[config.mk]
export PLATFORM = sky130hd
export DESIGN_NAME = prio_enc_rr_arb
export DESIGN_NICKNAME = d
export VERILOG_FILES = /design/src/rtl/prio_enc_pkg.sv /design/src/rtl/prio_pick.sv /design/src/rtl/prio_enc_rr_arb.sv
export SDC_FILE = /design/constraint.sdc
export NUM_CORES = 1
export LEC_CHECK = 0
export CELL_PAD_IN_SITES_DETAIL_PLACEMENT = 0
export CELL_PAD_IN_SITES_GLOBAL_PLACEMENT = 1
export CORE_MARGIN = 2
export CORE_UTILIZATION = 45
export DETAILED_ROUTE_END_ITERATION = 10
export DONT_BUFFER_PORTS = 1
export PLACE_DENSITY = 0.83
export SLEW_MARGIN = 20
export SYNTH_ARGS = -nofsm -noshare
export SYNTH_HDL_FRONTEND = slang
export SYNTH_SLANG_ARGS = --single-unit
export TNS_END_PERCENT = 50
[constraint.sdc]
create_clock -name clk -period 5.8 [get_ports clk]
set_input_delay 0.87 -clock clk [delete_from_list [all_inputs] [get_ports clk]]
set_output_delay 0.87 -clock clk [all_outputs]
set_load 0.02 [all_outputs]
[src/rtl/prio_enc_pkg.sv]
// rtl/prio_enc_pkg.sv - shared types, mode constants and index-wrap helper for the arbiter
package prio_enc_pkg;

  typedef enum logic {
    IDLE  = 1'b0,
    GRANT = 1'b1
  } state_e;

  localparam logic MODE_FIXED = 1'b0;
  localparam logic MODE_RR    = 1'b1;

  // (a + b) mod n for operands already below n; avoids a real divider.
  function automatic int rr_wrap(input int a, input int b, input int n);
    int s;
    s = a + b;
    return (s >= n) ? (s - n) : s;
  endfunction

endpackage

[src/rtl/prio_pick.sv]
// rtl/prio_pick.sv - combinational N-bit highest-set-bit finder
module prio_pick #(
  parameter  int N = 8,
  localparam int W = $clog2(N)
) (
  input  logic [N-1:0] vec_i,
  output logic         any_o,
  output logic [W-1:0] idx_o
);

  always_comb begin
    any_o = |vec_i;
    idx_o = '0;
    for (int i = 0; i < N; i++) begin
      if (vec_i[i]) idx_o = W'(i);
    end
  end

endmodule

[src/rtl/prio_enc_rr_arb.sv]
// rtl/prio_enc_rr_arb.sv - registered fixed/round-robin arbiter with held grant and ack handshake
// Optional grant watchdog with timeout port: define PRIO_ENC_TIMEOUT_EN.
module prio_enc_rr_arb
  import prio_enc_pkg::*;
#(
  parameter  int N       = 8,
  parameter  int TIMEOUT = 16,
  localparam int W       = $clog2(N)
) (
  input  logic         clk,
  input  logic         rst_n,
  input  logic [N-1:0] req,
  input  logic         mode,
  input  logic         ack,
  output logic         gnt_vld,
  output logic [W-1:0] gnt_idx,
  output logic [N-1:0] gnt_oh
`ifdef PRIO_ENC_TIMEOUT_EN
  ,
  output logic         timeout
`endif
);

  if (N < 2 || N > 64 || TIMEOUT < 2 || TIMEOUT > 255) begin : g_param_check
    $error("prio_enc_rr_arb: parameter out of range");
  end

  state_e       state_q, state_d;
  logic [W-1:0] idx_q, idx_d;
  logic [W-1:0] ptr_q, ptr_d;
  logic [W-1:0] rot_amt, pick_idx, win_idx;
  logic [N-1:0] rot_req;
  logic         pick_any, force_rel, done;

`ifdef PRIO_ENC_TIMEOUT_EN
  logic [7:0] cnt_q, cnt_d;
  assign force_rel = (state_q == GRANT) && !ack && (cnt_q == 8'(TIMEOUT - 1));
`else
  assign force_rel = 1'b0;
`endif

  assign done = (state_q == GRANT) && (ack || force_rel);

  // Rotating by the last grant k puts k-1 at the MSB, so a highest-bit pick yields the RR order.
  always_comb begin
    rot_amt = '0;
    if (mode == MODE_RR) rot_amt = done ? idx_q : ptr_q;
  end

  always_comb begin
    rot_req = '0;
    for (int j = 0; j < N; j++) begin
      rot_req[j] = req[W'(rr_wrap(j, int'(rot_amt), N))];
    end
  end

  prio_pick #(.N(N)) u_pick (
    .vec_i (rot_req),
    .any_o (pick_any),
    .idx_o (pick_idx)
  );

  assign win_idx = W'(rr_wrap(int'(pick_idx), int'(rot_amt), N));

  always_ff @(posedge clk) begin
    if (!rst_n) begin
      state_q <= IDLE;
      idx_q   <= '0;
      ptr_q   <= '0;
    end else begin
      state_q <= state_d;
      idx_q   <= idx_d;
      ptr_q   <= ptr_d;
    end
  end

  always_comb begin
    state_d = state_q;
    idx_d   = idx_q;
    ptr_d   = ptr_q;
    case (state_q)
      IDLE: begin
        if (pick_any) begin
          state_d = GRANT;
          idx_d   = win_idx;
        end
      end
      GRANT: begin
        if (done) begin
          ptr_d = idx_q;
          if (pick_any) begin
            idx_d = win_idx;
          end else begin
            state_d = IDLE;
            idx_d   = '0;
          end
        end else if (!req[idx_q]) begin
          state_d = IDLE;
          idx_d   = '0;
        end
      end
      default: state_d = IDLE;
    endcase
  end

  always_comb begin
    gnt_vld = (state_q == GRANT);
    gnt_idx = idx_q;
    gnt_oh  = '0;
    if (state_q == GRANT) gnt_oh[idx_q] = 1'b1;
  end

`ifdef PRIO_ENC_TIMEOUT_EN
  // Counter restarts on every fresh grant, including back-to-back ones.
  always_comb begin
    cnt_d = cnt_q;
    if (state_d == GRANT && (state_q == IDLE || done)) cnt_d = '0;
    else if (state_q == GRANT) cnt_d = cnt_q + 8'd1;
  end

  always_ff @(posedge clk) begin
    if (!rst_n) cnt_q <= '0;
    else        cnt_q <= cnt_d;
  end

  assign timeout = force_rel;
`endif

endmodule
==> impl_metrics.ini, run 1 <==
[clock_tree]
cts.path.max_buffers = 2
clk_pin_slew_ns = 0.05
post_cts_buffers = 0
htree_num_levels = 1
cts_tree = done
cts_resized = 0
cts_buffers = 3
clkLatencyLatePin_ns = 0.25
clockRootBuffer = clkbuf_4
postCtsHoldBufs = 0
numClockSinks = 7

[route]
drtIter0Drc = 83
route.detailed.drc = 0
first_pass_iters = 4
ant_nets = 0
drt-total-wl_mm = 3.279
vias_per_cell = 6.481
wl_per_cell_um = 17.72
vias = 1199

[layout]
n_antenna_cell = 0
layout_commonest_cell = nor2_1
nNetsFinal = 170
final_layout_size_suffix_gt1_share_pct = 16.88
mostFrequentLayoutCells = nor2_1, nand2_1, inv_1
fin_util_pct = 47.19
syn_to_final_growth_pct = 0.6838
fillCellCount = 272

[placement]
hpwl_mm = 2.501
io_buffers = 0
place_ws_ns = 1.564
gp_routability_congestion = 0.8353

[power]
p_leak_uw = 0.0004710
power.share.combinational_pct = 50.2
switchingPower_uw = 109.3
power.share.sequential_pct = 32.0
p_clk_share_pct = 17.7
swShare_pct = 44.22
irDropWorstVdd_uv = 133.5
power.density_nw_per_um2 = 191.6
p_int_uw = 137.9

[floorplanning]
fp.dieW_um = 57.36
rows = 19
io_pins = 24
dieHeight_um = 57.36
die_area_sq_um = 3290
design.core.area_sq_um = 2734
start_util_pct = 46.86

[yosys]
seq_area_frac_synth_pct = 10.94
synth_top_family_by_area = compound AO/OA/AOI/OAI gates
ys_ff_latch = 7
yosys.cell_types.count = 54
syn_inst = 159
synth_area_per_cell_sq_um = 8.058
synthAdderAreaFrac_pct = 3.516
syn_area_sq_um = 1281
synthXorXnorAreaFrac_pct = 4.785
synthMuxAreaShare_pct = 21.39
synth_nets = 174
ys.warnings.count = 0
synth_compound_area_share_pct = 29.20
yosys.area_share.simple_pct = 22.56

[timing]
slew_violations = 0
fin_crit_ns = 4.205
clock_skew_ns = 0.001186
finalCritPeriodShare_pct = 72.50
fin_ws_ns = 1.595
rsz0062_at_grt = no
tightest_slew_ns = 0.7050
setup_viol = 0
setup-tns-final_ns = 0
fmax_ghz = 0.2378
finalHoldViolations = 0
relSlewSlack_pct = 52.94

[global_route]
grt_pass1_wl_mm = 5.526
antenna_found_initial = 0
grt_pass1_vias = 1141
grt.total_usage_pct = 21.20
grt_max_degree = 18
gr-total-overflow = 0

[outcome]
status = finished, final reports clean

[critical_path]
worst-setup-path-type = reg -> reg
worst-path-max-fanout = 17
cp.arrival_ns = 4.38
required_ns = 5.98
start_kind = flop
endpoint_kind = flop

[worst_hold_path]
min_path_type = reg -> reg

[flow_run]
cap_violations = 0
worst max-delay path, cell delays in order (launching register included):
cell       delay [ns]
dfxtp_1          0.77
a21boi_0         0.23
o21ai_1          0.59
ha_1             0.36
inv_1            0.09
o211a_1          0.18
nor3_1           0.20
a211oi_1         0.11
o41ai_2          0.57
nor2_1           0.14
fa_1             0.42
xnor2_1          0.21
xnor2_1          0.14
o2bb2ai_1        0.12
path summary, 6_finish.rpt:
kind / endpoint / depth (start not counted) / start / slack, ns
worst max-delay path: gnt_idx[2] / 13 / gnt_vld / 1.60
worst min-delay path: ptr_q[1] / 2 / ptr_q[1] / 0.71
worst max register to register: gnt_idx[2] / 13 / gnt_vld / 1.60
worst min register to register: ptr_q[1] / 2 / ptr_q[1] / 0.71
per-stage QoR:
stage	total power (uW)	hold WS, ns	cell area [sq um]	cells
5_1_grt	267.3	0.7392	1290	185
3_5_place_dp	203.5	0.7004	1264	181
4_1_cts	249.4	0.7090	1290	185
6_report	247.2	0.7106	1290	185
3_3_place_gp	199.7	0.6868	1264	181
2_1_floorplan	187.0	0.6649	1281	159
power groups by stage:
stage          combinational, uW  sequential (uW)  clock (uW)
3_5_place_dp                 123             80.3           0
6_report                     124             79.2        43.9
2_1_floorplan                122             65.4           0
5_1_grt                      138             80.8        48.2
3_3_place_gp                 120             79.7           0
4_1_cts                      124             79.1        46.6
cell usage after synthesis, drive strengths merged:
library cell	n	share of area, %
dfxtp	7	11
a31oi	1	0.49
nand4	5	2.4
ha	2	2.0
buf	7	3.5
mux4	6	11
a21o	3	1.8
nand3	5	2.0
nand2b	4	2.0
and2	1	0.49
a21boi	4	2.6
a21oi	2	0.78
o21a	3	1.8
nor3	9	4.4
o21ai	8	3.7
inv	11	3.2
nor4	1	0.49
o2bb2ai	3	2.1
a211oi	2	1.2
nor2	14	4.1
mux2i	9	7.3
xor2	1	0.68
fa	1	1.6
o211a	2	1.6
a21bo	2	1.6
mux2	4	3.5
a211o	1	0.68
a2111oi	2	2.0
xnor2	6	4.1
nor2b	1	0.49
o21bai	1	0.59
o22ai	1	0.49
clkbuf	2	0.88
o211ai	9	6.7
and3	4	2.0
nand2	14	4.3
o41ai	1	1.3
cell type report:
cell class              count  area (sq um)  area share (%)
clock buffers               4         26.28           2.037
well taps                  31         38.79           3.007
inverters                  11         41.29           3.201
multi-input cells         132          1044           80.89
flip-flops and latches      7         140.1           10.86
cell families (layout without fill, tap and decap cells):
logic type               Yosys count  count (layout)
XOR/XNOR                           7               7
AND/OR/NAND/NOR                   58              58
buffers and inverters             20              15
multiplexers                      19              19
adder cells (fa/ha/maj)            3               3
AO/OA/AOI/OAI                     45              45
flip-flops                         7               7
routing by layer:
metal | vias to the layer above | part of all wire [%] | track usage, %
li1 | 586 | - | -
met1 | 572 | 45 | 28.55
met2 | 41 | 49 | 35.88
met3 | 0 | 5.4 | 4.535
met4 | 0 | 0 | 2.658
met5 | - | 0 | 0
registers in the layout, indices dropped and copies added (netlist names):
| name | count |
|---|---|
| gnt_idx | 3 |
| gnt_vld | 1 |
| ptr_q | 3 |
No activity file was read; power rests on OpenSTA's default activity.
==> run 2: changes to the inputs <==
CORE_UTILIZATION = 42   (was 45)
PLACE_DENSITY = 0.81   (was 0.83)
clock period = 3.5 ns   (was 5.8 ns; I/O delays follow)
==> impl_metrics.ini, run 2 (synthesis results as in run 1) <==
[outcome]
status = finished, final reports clean

[critical_path]
endpoint_kind = flop
cpMaxStageDelayCell = fa_1
r2r-start = gnt_vld
ff2ff_path_depth = 16
crit_path_frequent_cell = xnor2_1
start_kind = flop
path_buf_inv = 1
crit_family = compound AO/OA/AOI/OAI gates
cp_cell_sequence = and3_1 > o21ai_4 > ha_2 > o211a_2 > o21ai_0 > a211o_1 > nand4_1 > nor2_1 > o21bai_1 > a21o_1 > ha_1 > inv_1 > fa_1 > xnor2_1 > xnor2_1 > o2bb2ai_1
worst-path-max-fanout = 7
required_ns = 3.67
crit_path_max_incr_delay_ns = 0.37
worst-setup-path-type = reg -> reg
reg2reg_to = gnt_idx[2]
cp.arrival_ns = 3.41
rrSetupSlack_ns = 0.26

[placement]
gp_routability_congestion = 0.8649
dp_cells = 194
io_buffers = 0
place_ws_ns = -0.02962
hpwl_mm = 2.688

[timing]
setup_viol = 0
relSlewSlack_pct = 57.97
tightest_slew_ns = 0.6256
finalHoldViolations = 0
clock_skew_ns = 0.002125
fin_ws_ns = 0.2607
fin_crit_ns = 3.239
finalCritPeriodShare_pct = 92.55
slew_violations = 0
fmax_ghz = 0.3087

[clock_tree]
post_cts_buffers = 0
cts_buffers = 3
htree_num_levels = 1
clockRootBuffer = clkbuf_4
clk_pin_slew_ns = 0.05
numClockSinks = 7
cts.path.max_buffers = 2
clkLatencyLatePin_ns = 0.24
cts_tree = done

[worst_hold_path]
min_from = rst_n
min_path_type = in -> reg
min_to = gnt_vld
holdPathStages = 1

[route]
vias = 1254
drt-total-wl_mm = 3.461
ant_nets = 0
vias_per_cell = 6.333
route.detailed.drc = 0
wl_per_cell_um = 17.48
first_pass_iters = 4
drtIter0Drc = 58

[layout]
stdcell_count = 198
syn_to_final_growth_pct = 9.473
layout_commonest_cell = nor2_1
mostFrequentLayoutCells = nor2_1, nand2_1, buf_4
nNetsFinal = 181
n_antenna_cell = 0
fillCellCount = 301
final_layout_size_suffix_gt1_share_pct = 26.06

[global_route]
grt_pass1_wl_mm = 5.651
grt_max_degree = 15
antenna_found_initial = 0
grt.total_usage_pct = 20.86
gr-total-overflow = 0
grt_pass1_vias = 1187

[floorplanning]
fp.dieW_um = 59.23
die_area_sq_um = 3508
design.core.area_sq_um = 2978
dieHeight_um = 59.23
rows = 20
io_pins = 24
start_util_pct = 43.03

[power]
irDropWorstVdd_uv = 84.34
power.density_nw_per_um2 = 305.9
p_leak_uw = 0.0005219

[flow_run]
cap_violations = 0
## run 2: layer usage
layer	part of all wire [%]	global-route usage (%)	up-vias	wire (um)
met5	0	0	-	0
met4	0.72	5.195	0	25
met3	3.7	1.965	2	127
met2	50	36.26	33	1731
met1	46	27.60	614	1576
li1	-	-	605	-
## run 2: final cells by class
type | count | area, sq um | share of cell area (%)
tap | 33 | 41.29 | 2.944
sequential | 7 | 141.4 | 10.08
inverter | 11 | 41.29 | 2.944
timing repair buffer | 11 | 82.58 | 5.888
clock buffer | 4 | 26.28 | 1.873
multi-input combinational | 132 | 1070 | 76.27
## run 2: how the worst max path moves through the flow
stage                         from    endpoint  slack [ns]  cells after the start
final                      gnt_vld  gnt_idx[2]        0.26                     16
after global routing       gnt_vld  gnt_idx[2]       -0.02                     16
after CTS                 ptr_q[1]  gnt_idx[2]        0.10                     17
after detailed placement       ack  gnt_idx[2]       -0.03                     16
after global placement         ack  gnt_idx[2]        0.04                     16
after floorplan            gnt_vld  gnt_idx[2]        0.02                     17
## run 2: through the flow
step                total power (uW)  hold slack (ns)  TNS (ns)  utilization [%]  cell area (sq um)
floorplan                      310.4           0.6780         0                -               1285
global placement               353.9           0.6458         0            45.42               1353
detailed placement             359.6           0.6561  -0.02962            45.42               1353
CTS                            429.9           0.3971         0            46.30               1379
global route                   466.8           0.3774  -0.01814            47.10               1403
finish                         429.1           0.3994         0            47.10               1403
## run 2: report_power, final
part | internal (uW) | switching, uW
combinational | 115 | 145
sequential | 90.1 | 10.8
clock | 43.2 | 25.4
## run 2: timing repair
action / CTS / global route
resized for setup: 0 / 7
hold buffers: 0 / 0
hold endpoints to repair: 0 / 0
setup endpoints to repair: 0 / 2
## run 2: worst register-to-register path, cell delays in order (launching register included)
cell and delay [ns]:
dfxtp_2 0.35, and3_1 0.19, o21ai_4 0.23, ha_2 0.26, o211a_2 0.24, o21ai_0 0.10
a211o_1 0.29, nand4_1 0.15, nor2_1 0.08, o21bai_1 0.13, a21o_1 0.13, ha_1 0.13
inv_1 0.05, fa_1 0.37, xnor2_1 0.19, xnor2_1 0.14, o2bb2ai_1 0.12
==> run 3: changes to the inputs <==
ABC_CLOCK_PERIOD_IN_PS = 3800   (was not set)
CORE_UTILIZATION = 45   (was 42)
PLACE_DENSITY = 0.83   (was 0.81)
clock period = 3.8 ns   (was 3.5 ns; I/O delays follow)
==> impl_metrics.ini, run 3 (synthesis results as in run 1) <==
[global_route]
antenna_found_initial = 0
grt_pass1_vias = 1197
gr-total-overflow = 0
grt_max_degree = 15
grt_pass1_wl_mm = 5.685
grt.total_usage_pct = 22.11

[layout]
mostFrequentLayoutCells = nor2_1, nand2_1, inv_1
final_layout_size_suffix_gt1_share_pct = 21.47
syn_to_final_growth_pct = 5.957
n_antenna_cell = 0
nNetsFinal = 179
layout_commonest_cell = nor2_1
stdcell_area_sq_um = 1358

[timing]
clock_skew_ns = 0.003249
setup-tns-final_ns = 0
rsz0062_at_grt = no
relSlewSlack_pct = 57.28
tightest_slew_ns = 0.6360
fin_crit_ns = 3.397
finalCritPeriodShare_pct = 89.39
setup_viol = 0
fmax_ghz = 0.2944
finalHoldViolations = 0
slew_violations = 0

[outcome]
status = finished, final reports clean

[floorplanning]
start_util_pct = 46.86
io_pins = 24
rows = 19
dieHeight_um = 57.36
design.core.area_sq_um = 2734
die_area_sq_um = 3290
fp.dieW_um = 57.36

[critical_path]
cp.arrival_ns = 3.58
start_kind = flop
worst-setup-path-type = reg -> reg
worst-path-max-fanout = 9
endpoint_kind = flop
ff2ff_path_depth = 15
required_ns = 3.99

[clock_tree]
cts.path.max_buffers = 2
numClockSinks = 7
clkLatencyLatePin_ns = 0.26
cts_tree = done
post_cts_buffers = 0
cts_buffers = 3
cts_resized = 0
clockRootBuffer = clkbuf_4
postCtsHoldBufs = 0
clk_pin_slew_ns = 0.05
htree_num_levels = 1

[route]
vias = 1258
wl_met2_mm = 1.703
ant_nets = 0
route.met3.wl_um = 244
top_layer_used = met4
first_pass_iters = 4
vias_per_cell = 6.485
met1_length_mm = 1.447
drtIter0Drc = 55
wl_per_cell_um = 17.82
route.detailed.drc = 0
drt-total-wl_mm = 3.458

[power]
irDropWorstVdd_uv = 235.1
power.density_nw_per_um2 = 291.4
power.total_uw = 395.6
p_leak_uw = 0.0005136

[placement]
hpwl_mm = 2.665
gp_routability_congestion = 0.8809
place_area_sq_um = 1331
io_buffers = 0

[worst_hold_path]
holdPathStages = 1
min_path_type = in -> reg

[flow_run]
cap_violations = 0
[run 3: final timing paths]
kind,startpoint,end,slack [ns]
hold / removal,rst_n,ptr_q[0],0.43
hold reg to reg,gnt_idx[1],ptr_q[1],0.64
setup reg to reg,gnt_vld,gnt_idx[2],0.40
setup / recovery,gnt_vld,gnt_idx[2],0.40
[run 3: layout make-up]
cell class | instances | area [sq um]
flip-flops and latches | 7 | 140.1
well taps | 31 | 38.79
clock buffers | 4 | 26.28
repair buffers | 9 | 67.56
fillers | 263 | 1376
multi-input cells | 132 | 1044
inverters | 11 | 41.29
[run 3: stage by stage]
| step | util, % | cells | setup WS (ns) | hold slack [ns] |
|---|---|---|---|---|
| after global placement | 48.70 | 190 | 0.3492 | 0.6281 |
| after global routing | 49.66 | 194 | 0.1122 | 0.4249 |
| after floorplan | - | 159 | 0.1414 | 0.6649 |
| final | 49.66 | 194 | 0.4032 | 0.4300 |
| after detailed placement | 48.70 | 190 | 0.2369 | 0.6256 |
| after CTS | 49.66 | 194 | 0.3702 | 0.4223 |
[run 3: layer usage]
metal / vias to the layer above / GRT usage (%)
li1: 603 / -
met1: 605 / 29.97
met2: 44 / 37.01
met3: 6 / 2.494
met4: 0 / 6.312
met5: - / 0
[run 3: power by group]
part | total [uW] | leakage, uW | internal, uW | switching [uW]
Clock | 69.2 | 0.0000150 | 40.2 | 29.0
Sequential | 94.3 | 0.0000579 | 82.6 | 11.7
Combinational | 232 | 0.000441 | 102 | 130
Total | 396 | 0.000514 | 225 | 171
[run 3: worst max-delay path, cell delays in order (launching register included)]
cell	delay, ns
dfxtp_1	0.49
buf_4	0.25
and2_1	0.37
o211a_2	0.32
o21ai_0	0.10
a211o_1	0.30
nand4_1	0.16
nor2_1	0.07
o21bai_1	0.13
a21o_1	0.13
ha_1	0.13
inv_1	0.05
fa_1	0.37
xnor2_1	0.20
xnor2_1	0.14
o2bb2ai_1	0.12
